==> src/rtl/camera_pkg.sv <==
// Shared camera-control types: arbiter state encoding, I2C word width and timeout default.
package camera_pkg;

  localparam int          I2C_WORD_W      = 32;
  localparam logic [15:0] TIMEOUT_CYC_DEF = 16'd50000;

  typedef enum logic [2:0] {
    ST_IDLE     = 3'd0,
    ST_LOAD     = 3'd1,
    ST_WAIT_ACK = 3'd2,
    ST_DROP     = 3'd3,
    ST_DONE     = 3'd4
  } arb_state_t;

  // Round-robin choice: on contention the requester that did not go last wins.
  function automatic logic rr_pick(input logic r0, input logic r1, input logic last);
    if (r0 && r1) return ~last;
    return r1;
  endfunction

endpackage

==> src/rtl/i2c_arbiter_if.sv <==
// Bundle of the two requester handshakes, the shared send_i2c engine port and arbiter status.
interface i2c_arbiter_if;
  import camera_pkg::*;

  logic                  req0_req;
  logic [I2C_WORD_W-1:0] req0_data;
  logic                  req0_ack;
  logic                  req0_err;
  logic                  req1_req;
  logic [I2C_WORD_W-1:0] req1_data;
  logic                  req1_ack;
  logic                  req1_err;
  logic                  i2c_req;
  logic [I2C_WORD_W-1:0] i2c_data;
  logic                  i2c_ack;
  logic                  busy;
  logic                  grant;

  modport slave (
    input  req0_req, req0_data, req1_req, req1_data, i2c_ack,
    output req0_ack, req0_err, req1_ack, req1_err, i2c_req, i2c_data, busy, grant
  );

  modport master (
    output req0_req, req0_data, req1_req, req1_data, i2c_ack,
    input  req0_ack, req0_err, req1_ack, req1_err, i2c_req, i2c_data, busy, grant
  );

endinterface

==> src/rtl/i2c_arbiter.sv <==
// Round-robin arbiter sharing one send_i2c engine between two requesters; i2c_req rises 2 cycles
// after a request is sampled, ack is held until the owner drops req, a stalled engine times out.
module i2c_arbiter
  import camera_pkg::*;
#(
  parameter logic [15:0] TIMEOUT_CYC = TIMEOUT_CYC_DEF
) (
  input  logic         clk_25M,
  input  logic         rst_100,
  i2c_arbiter_if.slave bus
);

  arb_state_t            state, state_nxt;
  logic [15:0]           tmo_cnt, tmo_cnt_nxt;
  logic                  i2c_req_q, i2c_req_nxt;
  logic [I2C_WORD_W-1:0] i2c_data_q, i2c_data_nxt;
  logic                  grant_q, grant_nxt;
  logic                  last_grant, last_grant_nxt;
  logic                  err_q, err_nxt;
  logic                  any_req;
  logic                  own_req;
  logic                  tmo_hit;

  assign any_req = bus.req0_req || bus.req1_req;
  assign own_req = grant_q ? bus.req1_req : bus.req0_req;
  assign tmo_hit = (tmo_cnt == TIMEOUT_CYC - 16'd1);

  always_ff @(posedge clk_25M) begin
    if (rst_100) begin
      state      <= ST_IDLE;
      tmo_cnt    <= '0;
      i2c_req_q  <= 1'b0;
      i2c_data_q <= '0;
      grant_q    <= 1'b0;
      last_grant <= 1'b1;
      err_q      <= 1'b0;
    end else begin
      state      <= state_nxt;
      tmo_cnt    <= tmo_cnt_nxt;
      i2c_req_q  <= i2c_req_nxt;
      i2c_data_q <= i2c_data_nxt;
      grant_q    <= grant_nxt;
      last_grant <= last_grant_nxt;
      err_q      <= err_nxt;
    end
  end

  always_comb begin
    state_nxt = state;
    case (state)
      ST_IDLE:     if (any_req) state_nxt = ST_LOAD;
      ST_LOAD:     state_nxt = ST_WAIT_ACK;
      // A late ack on the timeout cycle still counts as a clean completion.
      ST_WAIT_ACK: begin
        if (bus.i2c_ack)  state_nxt = ST_DROP;
        else if (tmo_hit) state_nxt = ST_DONE;
      end
      ST_DROP:     if (!bus.i2c_ack || tmo_hit) state_nxt = ST_DONE;
      ST_DONE:     if (!own_req) state_nxt = ST_IDLE;
      default:     state_nxt = ST_IDLE;
    endcase
  end

  always_comb begin
    tmo_cnt_nxt    = tmo_cnt;
    i2c_req_nxt    = i2c_req_q;
    i2c_data_nxt   = i2c_data_q;
    grant_nxt      = grant_q;
    last_grant_nxt = last_grant;
    err_nxt        = err_q;
    case (state)
      ST_IDLE: begin
        if (any_req) grant_nxt = rr_pick(bus.req0_req, bus.req1_req, last_grant);
      end
      ST_LOAD: begin
        i2c_data_nxt = grant_q ? bus.req1_data : bus.req0_data;
        i2c_req_nxt  = 1'b1;
        tmo_cnt_nxt  = '0;
        err_nxt      = 1'b0;
      end
      ST_WAIT_ACK: begin
        tmo_cnt_nxt = tmo_cnt + 16'd1;
        if (bus.i2c_ack) begin
          i2c_req_nxt = 1'b0;
        end else if (tmo_hit) begin
          i2c_req_nxt = 1'b0;
          err_nxt     = 1'b1;
        end
      end
      ST_DROP: begin
        tmo_cnt_nxt = tmo_cnt + 16'd1;
        if (!bus.i2c_ack)  err_nxt = 1'b0;
        else if (tmo_hit)  err_nxt = 1'b1;
      end
      ST_DONE: begin
        if (!own_req) last_grant_nxt = grant_q;
      end
      default: ;
    endcase
  end

  assign bus.i2c_req  = i2c_req_q;
  assign bus.i2c_data = i2c_data_q;
  assign bus.busy     = (state != ST_IDLE);
  assign bus.grant    = grant_q;
  assign bus.req0_ack = (state == ST_DONE) && !grant_q;
  assign bus.req1_ack = (state == ST_DONE) &&  grant_q;
  assign bus.req0_err = bus.req0_ack && err_q;
  assign bus.req1_err = bus.req1_ack && err_q;

  ack_exclusive: assert property (@(posedge clk_25M) disable iff (rst_100)
    !(bus.req0_ack && bus.req1_ack));

endmodule

==> src/flat_wrapper.sv <==
// flat-port wrapper written by rule: the top's interface ports become plain ports
module i2c_arbiter_flat import camera_pkg::*;
#(
  parameter logic [15:0] TIMEOUT_CYC = TIMEOUT_CYC_DEF
)
  (clk_25M, rst_100, bus_req0_req, bus_req0_data, bus_req1_req, bus_req1_data, bus_i2c_ack, bus_req0_ack, bus_req0_err, bus_req1_ack, bus_req1_err, bus_i2c_req, bus_i2c_data, bus_busy, bus_grant);
  i2c_arbiter_if bus_i ();
  input  logic clk_25M;
  input  logic rst_100;
  input wire logic [$bits(bus_i.req0_req)-1:0] bus_req0_req;
  input wire logic [$bits(bus_i.req0_data)-1:0] bus_req0_data;
  input wire logic [$bits(bus_i.req1_req)-1:0] bus_req1_req;
  input wire logic [$bits(bus_i.req1_data)-1:0] bus_req1_data;
  input wire logic [$bits(bus_i.i2c_ack)-1:0] bus_i2c_ack;
  output wire logic [$bits(bus_i.req0_ack)-1:0] bus_req0_ack;
  output wire logic [$bits(bus_i.req0_err)-1:0] bus_req0_err;
  output wire logic [$bits(bus_i.req1_ack)-1:0] bus_req1_ack;
  output wire logic [$bits(bus_i.req1_err)-1:0] bus_req1_err;
  output wire logic [$bits(bus_i.i2c_req)-1:0] bus_i2c_req;
  output wire logic [$bits(bus_i.i2c_data)-1:0] bus_i2c_data;
  output wire logic [$bits(bus_i.busy)-1:0] bus_busy;
  output wire logic [$bits(bus_i.grant)-1:0] bus_grant;
  assign bus_i.req0_req = bus_req0_req;
  assign bus_i.req0_data = bus_req0_data;
  assign bus_i.req1_req = bus_req1_req;
  assign bus_i.req1_data = bus_req1_data;
  assign bus_i.i2c_ack = bus_i2c_ack;
  assign bus_req0_ack = bus_i.req0_ack;
  assign bus_req0_err = bus_i.req0_err;
  assign bus_req1_ack = bus_i.req1_ack;
  assign bus_req1_err = bus_i.req1_err;
  assign bus_i2c_req = bus_i.i2c_req;
  assign bus_i2c_data = bus_i.i2c_data;
  assign bus_busy = bus_i.busy;
  assign bus_grant = bus_i.grant;
  i2c_arbiter #(.TIMEOUT_CYC(TIMEOUT_CYC)) u_core (.clk_25M(clk_25M), .rst_100(rst_100), .bus(bus_i));
endmodule
==> config.mk <==
export PLATFORM = sky130hd
export DESIGN_NAME = i2c_arbiter_flat
export DESIGN_NICKNAME = d
export VERILOG_FILES = /design/src/rtl/camera_pkg.sv /design/src/rtl/i2c_arbiter_if.sv /design/src/rtl/i2c_arbiter.sv /design/src/flat_wrapper.sv
export SDC_FILE = /design/constraint.sdc
export NUM_CORES = 1
export LEC_CHECK = 0
export BUFFER_PORTS_ARGS = -buffer_cell sky130_fd_sc_hd__clkbuf_2
export CORE_UTILIZATION = 40
export DETAILED_ROUTE_END_ITERATION = 6
export PLACE_DENSITY = 0.72
export SETUP_SLACK_MARGIN = 0.5
export SYNTH_ARGS = -nofsm -noshare
export SYNTH_HDL_FRONTEND = slang
export SYNTH_SLANG_ARGS = --single-unit
==> constraint.sdc <==
create_clock -name clk_25M -period 4.44 [get_ports clk_25M]
set_clock_uncertainty 0.05 [all_clocks]
set_input_delay 0.444 -clock clk_25M [delete_from_list [all_inputs] [get_ports clk_25M]]
set_output_delay 0.444 -clock clk_25M [all_outputs]
set_load 0.02 [all_outputs]
==> metrics.md, run 1 <==
| Metric | Value |
|---|---|
| IO Port Bufs | 107 |
| Worst IR drop on VDD | 0.000321 V |
| # setup viols final | 0 |
| Final TNS setup | 0 ps |
| Clock edge transition at the registers on the reported setup and hold paths | 100 ps |
| Reg2reg setup slack | 2290 ps |
| Hold Path Stages | 3 |
| Inserted Clock Buffers | 5 |
| Hold Path Origin | bus_req0_data[13] |
| Die width | 83.6 µm |
| Drt pass-1 iters | 4 |
| GRT Util Overall | 0.185 |
| Max Cap Viol | 0 |
| R2r endpoint | u_core.state[0] |
| Routed wire length | 6240 µm |
| Routability Congestion | 0.774 |
| Critical Path AT | 1820 ps |
| PostCTS Resize Cnt | 0 |
| Antenna diodes | 0 |
| #FFs+latches synth | 55 |
| Tightest Pin Transition | 1120 ps |
| Pwr dens | 623 nW/µm² |
| Post-Syn Nets | 371 |
| Post-CTS Repair Setup Buffers | 0 |
| Normalized max-slew margin | 0.256 |
| Cell row count | 29 |
| TritonCTS clock tree | done |
| Largest net degree at the start of global routing | 66 |
| Clock Sink Count | 55 |
| Seq/Total Area, Yosys | 0.413 |
| Layout cells sized above 1 | 0.330 |
| WHS Endpoint | u_core.bus.i2c_data[13] |
| Synth Area per Inst | 8.85 µm² |
| CP Launch Type | flip-flop |
| Starting density of the core | 0.417 |
| Synth Instances | 301 |
| Final Hold Violating Endpoints | 0 |
| Area Overhead vs Synth | 24.5% |
| Top_reg_cell synth | dfxtp_1 |
| RSZ-0062 raised after global routing | no |
| Min-Delay Path Class | input pin to flip-flop |
| Wire per inst | 13.3 µm |
| Initial antenna violation count | 0 |
| Die ar. | 6990 µm² |
| I/O Pins | 108 |
| Placement Cell Area | 3210 µm² |
| Vias in the first global route | 2389 |
| Kind of critical path | flip-flop to output port |
| Iter 0 DRT Violations | 90 |
| Core Region | 6390 µm² |
| Hold WS | 394 ps |
| Max Buffers Root-to-Sink | 2 |
| Total global routing overflow | 0 |
| Crit. End Element | output port |
| Outcome | completed |
| DRC Markers | 0 |
| Post-layout instance area | 3320 µm² |
| Post-route clock period utilization | 0.520 |
| Fin nets | 461 |
| Netlist cell types | 47 |
| Final worst path period need | 2310 ps |
| Fill cells | 590 |
| DIE HEIGHT | 83.6 µm |
| Highest Clock Rate | 433 MHz |
| Ys Warns | 0 |
| Worst reg2reg path startpoint | u_core.bus.grant |
| First-pass GRT wire length | 10700 µm |
| Ys async rst share | 0 |
| Slew Limit Fails | 0 |
| Vias | 2524 |
| Core Util, Final | 0.519 |
| Htree depth | 2 |
| Required time of the critical path | 3950 ps |
| Crit Path Max Fanout | 40 |
| EDFF count, synth | 0 |
| Post-DP HPWL | 4510 µm |
| Mapped cell area | 2660 µm² |
| Via density | 5.39 |
| Leak | 1.33 nW |
| Worst-Skew Late Latency | 310 ps |
| CTS Root Cell | clkbuf_8 |
| Detail Route Antenna Nets | 0 |
| CTS Hold Buffers Added | 0 |
| Worst-case reg-to-reg path depth | 4 |
-- sequential cells by signal, summed over array words and instances (netlist names) --
signal	cells
u_core.err_q	1
u_core.bus.i2c_data	32
u_core.state	3
u_core.bus.i2c_req	1
u_core.last_grant	1
u_core.bus.grant	1
u_core.tmo_cnt	16
-- metrics by stage --
step	setup slack, ps	power, mW	std cells
6_report	2130	2.07	468
2_1_floorplan	2600	1.47	301
4_1_cts	2110	2.08	468
3_3_place_gp	2340	1.73	461
5_1_grt	1990	2.23	468
3_5_place_dp	2300	1.76	461
-- logic make-up after synthesis --
family	synth area share
buf+inv	0.0423
fa+ha+maj	0.00470
flops	0.413
compound gates	0.194
mux	0.133
simple gates	0.213
-- layout make-up --
class,instances,area (µm²),share of cell area
clock buffers,5,68.8,0.0207
clock inverters,2,37.5,0.0113
inverters,3,11.3,0.00339
multi-input cells,218,1460,0.439
flip-flops and latches,55,1100,0.332
well taps,77,96.3,0.0290
repair buffers,108,543,0.164
-- worst max path at each step --
| stage | start | cells past startpoint | end | slack, ps |
|---|---|---|---|---|
| final | u_core.bus.grant | 2 | bus_req1_err | 2130 |
| after global routing | u_core.bus.grant | 2 | bus_req1_err | 1990 |
| after global placement | u_core.bus.grant | 4 | u_core.state[0] | 2340 |
| after CTS | u_core.bus.grant | 2 | bus_req1_err | 2110 |
| after detailed placement | u_core.bus.grant | 4 | u_core.state[0] | 2300 |
| after floorplan | u_core.tmo_cnt[0] | 5 | u_core.state[0] | 2600 |
-- critical path, stage by stage, from the launching register on --
cell and delay, ps:
dfxtp_2 1030, and3_1 310, clkbuf_2 180
-- cell usage in the layout (no fill, tap or decap), types with 2 or more instances in the layout --
cell,instances
a211oi_1,34
a21oi_1,12
a31oi_1,4
and3_1,3
clkbuf_2,107
clkbuf_8,5
dfxtp_1,54
inv_1,3
mux2_2,3
mux2i_1,32
nand2_1,17
nand3_1,4
nand4_1,4
nor2_1,44
nor2b_1,3
nor3_1,5
o211ai_1,6
o21a_1,2
o21ai_0,5
o22ai_1,2
o311ai_0,2
or2_2,2
or3_1,4
or3b_2,2
or4_1,6
-- synth_stat cells, drive strengths merged, types with 3 or more instances --
master   n  share of area
mux2     3          0.013
nand2   17          0.024
a21oi   12          0.023
inv      3         0.0042
and3     3         0.0070
mux2i   32           0.12
a31oi    4         0.0094
dfxtp   55           0.41
a211oi  34          0.096
or4      7          0.020
clkbuf  13          0.018
nand3    5          0.011
nor2b    3         0.0070
buf     12          0.020
nand4    4         0.0094
nor3     5         0.0094
o211ai   6          0.017
or3      4         0.0094
o21ai    5         0.0094
nor2    45          0.063
-- metal layers --
| metal | up-vias | share of wire | track usage |
|---|---|---|---|
| met1 | 1131 | 0.44 | 0.224 |
| met2 | 87 | 0.48 | 0.314 |
| li1 | 1294 | - | - |
| met3 | 12 | 0.069 | 0.0574 |
| met5 | - | 0 | 0 |
| met4 | 0 | 0.016 | 0.0539 |
-- report_power, final --
group          total, mW  switching (mW)  internal (mW)
registers          0.791           0.133          0.658
logic              0.952           0.604          0.348
clock network      0.324           0.159          0.165
No activity file was read; power rests on OpenSTA's default activity.
==> inputs of run 2 (changes only) <==
Clock period 4.44 ns to 2.25 ns, I/O delays scaled along.
==> run 2 against run 1 <==
Combinational power grew 120%. Final area grew 6.2%. Final cell count grew 4.3%. Sequential cell count is the same. First-iteration DRC count grew 8.9%. Critical path depth grew 4. Sequential share of layout area shrank 1.4 points. Utilization grew 3.2 points. Count of clock-buffer cells in the layout grew 1. Critical path type is now flip-flop to flip-flop. Critical endpoint is now u_core.bus.i2c_req. Highest routed layer unchanged.
==> metrics.md, run 2 (synthesis results as in run 1) <==
| Metric | Value |
|---|---|
| CTS Hold Buffers Added | 0 |
| Pre-CTS WS | 272 ps |
| Layout cells sized above 1 | 0.399 |
| RSZ-0062 raised after global routing | yes |
| Vias in the first global route | 2391 |
| Hold WS | 175 ps |
| Crit. End Element | flip-flop |
| Slowest stage delay, CP | 460 ps |
| Clock edge transition at the registers on the reported setup and hold paths | 100 ps |
| I/O Pins | 108 |
| Max Buffers Root-to-Sink | 2 |
| CTS Root Cell | clkbuf_8 |
| IO Port Bufs | 107 |
| Reg2reg setup slack | 460 ps |
| Post-DP HPWL | 4640 µm |
| Via density | 5.37 |
| Most frequent cells in the layout | clkbuf_2, nor2_1, dfxtp_1 |
| Starting density of the core | 0.417 |
| Final Hold Violating Endpoints | 0 |
| CP Launch Type | flip-flop |
| TritonCTS clock tree | done |
| Kind of critical path | flip-flop to flip-flop |
| Drt pass-1 iters | 4 |
| Slew Limit Fails | 0 |
| Hold Path Origin | bus_req0_data[3] |
| Normalized max-slew margin | 0.664 |
| Htree depth | 2 |
| Iter 0 DRT Violations | 98 |
| Max Cap Viol | 0 |
| Pwr dens | 1180 nW/µm² |
| Post-route clock period utilization | 0.793 |
| Largest net degree at the start of global routing | 66 |
| Final TNS setup | 0 ps |
| Total design power | 4.16 mW |
| Critical Path AT | 1910 ps |
| Fin nets | 481 |
| Slowest-stage cell, CP | or4bb_4 |
| Commonest non-fill, non-tap cell in the layout | clkbuf_2 |
| Core Region | 6390 µm² |
| Worst IR drop on VDD | 0.000628 V |
| Detail Route Antenna Nets | 0 |
| Antenna diodes | 0 |
| Wire per inst | 13.1 µm |
| Worst reg2reg path startpoint | u_core.tmo_cnt[0] |
| Worst path cell trace | ha_4, or4bb_4, nor4_4, buf_4, o211a_1, nor3_1 |
| Required time of the critical path | 2380 ps |
| Placed cells | 469 |
| Max reg flops | 32 |
| # setup viols final | 0 |
| Tightest Pin Transition | 504 ps |
| Vias | 2622 |
| Fin cells | 488 |
| Total global routing overflow | 0 |
| WHS Endpoint | u_core.bus.i2c_data[3] |
| R2r endpoint | u_core.bus.i2c_req |
| Die width | 83.6 µm |
| Worst-case reg-to-reg path depth | 6 |
| Worst-Skew Late Latency | 300 ps |
| Core Util, Final | 0.552 |
| Highest Clock Rate | 560 MHz |
| Clock Sink Count | 55 |
| Placement Cell Area | 3310 µm² |
| Hold Path Stages | 3 |
| Post-layout instance area | 3520 µm² |
| Die ar. | 6990 µm² |
| Leak | 1.45 nW |
| Routability Congestion | 0.837 |
| Min-Delay Path Class | input pin to flip-flop |
| Routed wire length | 6390 µm |
| DRC Markers | 0 |
| Inserted Clock Buffers | 5 |
| Crit path from | u_core.tmo_cnt[0] |
| Slack of the critical path | 465 ps |
| Initial antenna violation count | 0 |
| Cell row count | 29 |
| Outcome | completed |
| Final worst path period need | 1790 ps |
| DIE HEIGHT | 83.6 µm |
| Crit Path Max Fanout | 3 |
| First-pass GRT wire length | 10400 µm |
| Area Overhead vs Synth | 32.3% |
| GRT Util Overall | 0.182 |
[run 2: cell count changes in the layout (fill, tap and decap cells not counted), sizes merged]
cell	change
clkinvlp	-1
bufinv	-1
clkbuf	+2
buf	+19
inv	+1
[run 2: cell type report]
class,instances,area [µm²]
fillers,586,2860
clock inverters,1,8.76
flip-flops and latches,55,1120
clock buffers,6,82.6
well taps,77,96.3
repair buffers,128,713
inverters,3,11.3
multi-input cells,218,1490
[run 2: routing by layer]
metal	vias up	global-route usage	wire length (µm)
li1	1334	-	-
met1	1194	0.224	2870
met2	82	0.308	3090
met3	12	0.0376	303
met4	0	0.0740	131
met5	-	0	0
[run 2: timing repair]
item	in CTS	in global routing
pin swaps	5	4
gates resized for setup	7	11
buffers inserted	7	4
setup endpoints to repair	17	17
cloned	0	1
[run 2: how the worst max path moves through the flow]
stage                    endpoint  slack, ps  cells past startpoint
2_1_floorplan     u_core.state[0]        500                      5
3_3_place_gp   u_core.tmo_cnt[15]        280                      4
3_5_place_dp   u_core.tmo_cnt[15]        270                      4
4_1_cts        u_core.bus.i2c_req        410                      6
5_1_grt        u_core.bus.i2c_req        380                      6
6_report       u_core.bus.i2c_req        460                      6
[run 2: where the power goes]
| part | total (mW) | switching [mW] | internal [mW] |
|---|---|---|---|
| clock network | 0.561 | 0.312 | 0.248 |
| registers | 1.51 | 0.202 | 1.31 |
| logic | 2.09 | 1.29 | 0.803 |
| total | 4.16 | 1.80 | 2.36 |
[run 2: worst max-delay path: cells and delay by family (launching register included)]
kind | cells | cell delay [ps]
and+or+nand+nor | 3 | 800
DFF | 1 | 370
buffers and inverters | 1 | 180
AOI/OAI and AO/OA | 1 | 140
adders and majority gates | 1 | 130
==> inputs of run 3 (changes only) <==
Clock period 2.25 ns to 1.8 ns, I/O delays scaled along.
==> run 3 against run 2 <==
Utilization increased by 17 points. Sequential power rose by 30%. Register-to-register slack got worse by 430 ps. Final area up 30%. Non-clock buffer count grew 43. Fmax up 1.0%. Global-route usage grew 7.2 points. Die area did not move. Worst setup slack got worse by 430 ps. Worst hold slack got worse by 52 ps. Final cell count up 9.2%. Critical path type unchanged. Largest cell class unchanged. Largest power group unchanged.
==> metrics.md, run 3 (synthesis results as in run 1) <==
| Metric | Value |
|---|---|
| Outcome | completed |
| GRT Util Overall | 0.254 |
| Gate power share | 0.645 |
| Met3 usage | 0.0504 |
| GRT Max-Usage Layer | met2 |
| Iter 0 DRT Violations | 192 |
| Hold Path Origin | bus_req0_data[4] |
| Post-route clock period utilization | 0.982 |
| DRC Markers | 0 |
| Inserted Clock Buffers | 5 |
| Normalized max-slew margin | 0.700 |
| Tightest Pin Transition | 444 ps |
| Post-DP HPWL | 4730 µm |
| Die width | 83.6 µm |
| Commonest non-fill, non-tap cell in the layout | clkbuf_2 |
| Final Hold Violating Endpoints | 0 |
| Met2 Usage GRT | 0.452 |
| Kind of critical path | flip-flop to flip-flop |
| Final TNS setup | 0 ps |
| Total global routing overflow | 0 |
| Routed wire length | 9080 µm |
| Final worst path period need | 1770 ps |
| Internal power | 4.89 mW |
| Placement Cell Area | 3450 µm² |
| Psw | 3.20 mW |
| Drt pass-1 iters | 4 |
| Register share of total power | 0.243 |
| Crit. End Element | flip-flop |
| Fin nets | 525 |
| M1 GR Usage | 0.295 |
| Die ar. | 6990 µm² |
| Switch share | 0.396 |
| # setup viols final | 0 |
| CTS Root Cell | clkbuf_8 |
| DIE HEIGHT | 83.6 µm |
| Crit Path Max Fanout | 5 |
| Slew Limit Fails | 0 |
| Vias in the first global route | 2963 |
| Core Util, Final | 0.719 |
| Most frequent cells in the layout | clkbuf_2, dfxtp_1, mux2i_1 |
| Initial antenna violation count | 0 |
| Worst reg2reg path startpoint | u_core.tmo_cnt[1] |
| Max Buffers Root-to-Sink | 2 |
| Fill cells | 441 |
| Leak | 1.86 nW |
| Vias | 3011 |
| Via density | 5.65 |
| Core Region | 6390 µm² |
| CTS Hold Buffers Added | 0 |
| Clock edge transition at the registers on the reported setup and hold paths | 100 ps |
| Routability Congestion | 0.868 |
| Sequential cell area | 1130 µm² |
| Pwr dens | 1760 nW/µm² |
| Clock Sink Count | 55 |
| Critical Path AT | 1970 ps |
| Starting density of the core | 0.417 |
| Max Cap Viol | 0 |
| Largest net degree at the start of global routing | 56 |
| I/O Pins | 108 |
| Highest Clock Rate | 566 MHz |
| Htree depth | 2 |
| Crit path from | u_core.tmo_cnt[1] |
| Detail Route Antenna Nets | 0 |
| TritonCTS clock tree | done |
| Cell row count | 29 |
| RSZ-0062 raised after global routing | yes |
| Wire per inst | 17.0 µm |
| Worst IR drop on VDD | 0.00127 V |
| Post-layout instance area | 4590 µm² |
| CP Launch Type | flip-flop |
| First-pass GRT wire length | 14200 µm |
| Layout cells sized above 1 | 0.570 |
| Area Overhead vs Synth | 72.3% |
| Worst-Skew Late Latency | 310 ps |
| Required time of the critical path | 2000 ps |
| Multi-input logic area | 1770 µm² |
| IO Port Bufs | 107 |
| Antenna diodes | 0 |
| Total design power | 8.09 mW |
| Clock network power share | 0.112 |
| Min-Delay Path Class | input pin to flip-flop |
| Max reg flops | 32 |
==> run 3: worst paths after layout <==
check | to | slack, ps | cells past startpoint
worst min-delay path | u_core.bus.i2c_data[4] | 120 | 3
worst min register to register | u_core.bus.i2c_req | 450 | 2
worst max register to register | u_core.tmo_cnt[15] | 30 | 5
worst max-delay path | u_core.tmo_cnt[15] | 30 | 5
==> run 3: timing repair <==
item	4_1_cts	5_1_grt
buffers inserted	28	13
cloned	10	0
pin swaps	23	28
gates resized for setup	68	47
setup endpoints to repair	56	61
==> run 3: power by group through the flow <==
stage,Sequential [mW],Clock (mW),Combinational (mW)
after floorplan,2.30,0,1.79
after global placement,1.86,0,2.75
after detailed placement,1.89,0,2.80
after CTS,1.91,0.925,4.53
after global routing,2.02,0.985,5.50
final,1.96,0.909,5.22
==> run 3: metrics by stage <==
step	cells	setup slack [ps]	hold WS, ps
after global placement	474	-21.0	428
final	533	33.0	123
after global routing	533	4.63	128
after detailed placement	474	-42.7	432
after floorplan	301	47.7	295
after CTS	520	97.5	118
==> run 3: routing by layer <==
metal,share of wire,up-vias,wire [µm]
met5,0,-,0
met4,0.022,0,196
met3,0.052,17,469
met2,0.52,121,4760
met1,0.40,1432,3650
li1,-,1441,-
==> run 3: area by class of cell <==
type                       count  share of cell area
timing repair buffer         171               0.317
clock buffer                   7              0.0213
clock inverter                 1             0.00654
tap                           77              0.0210
sequential                    55               0.246
multi-input combinational    219               0.386
inverter                       3             0.00245
==> run 3: critical path: stages, from the launching register on <==
cell	delay, ps
dfxtp_4	380
buf_6	120
nand2_2	80
or4_4	520
or4_1	420
a21oi_1	140
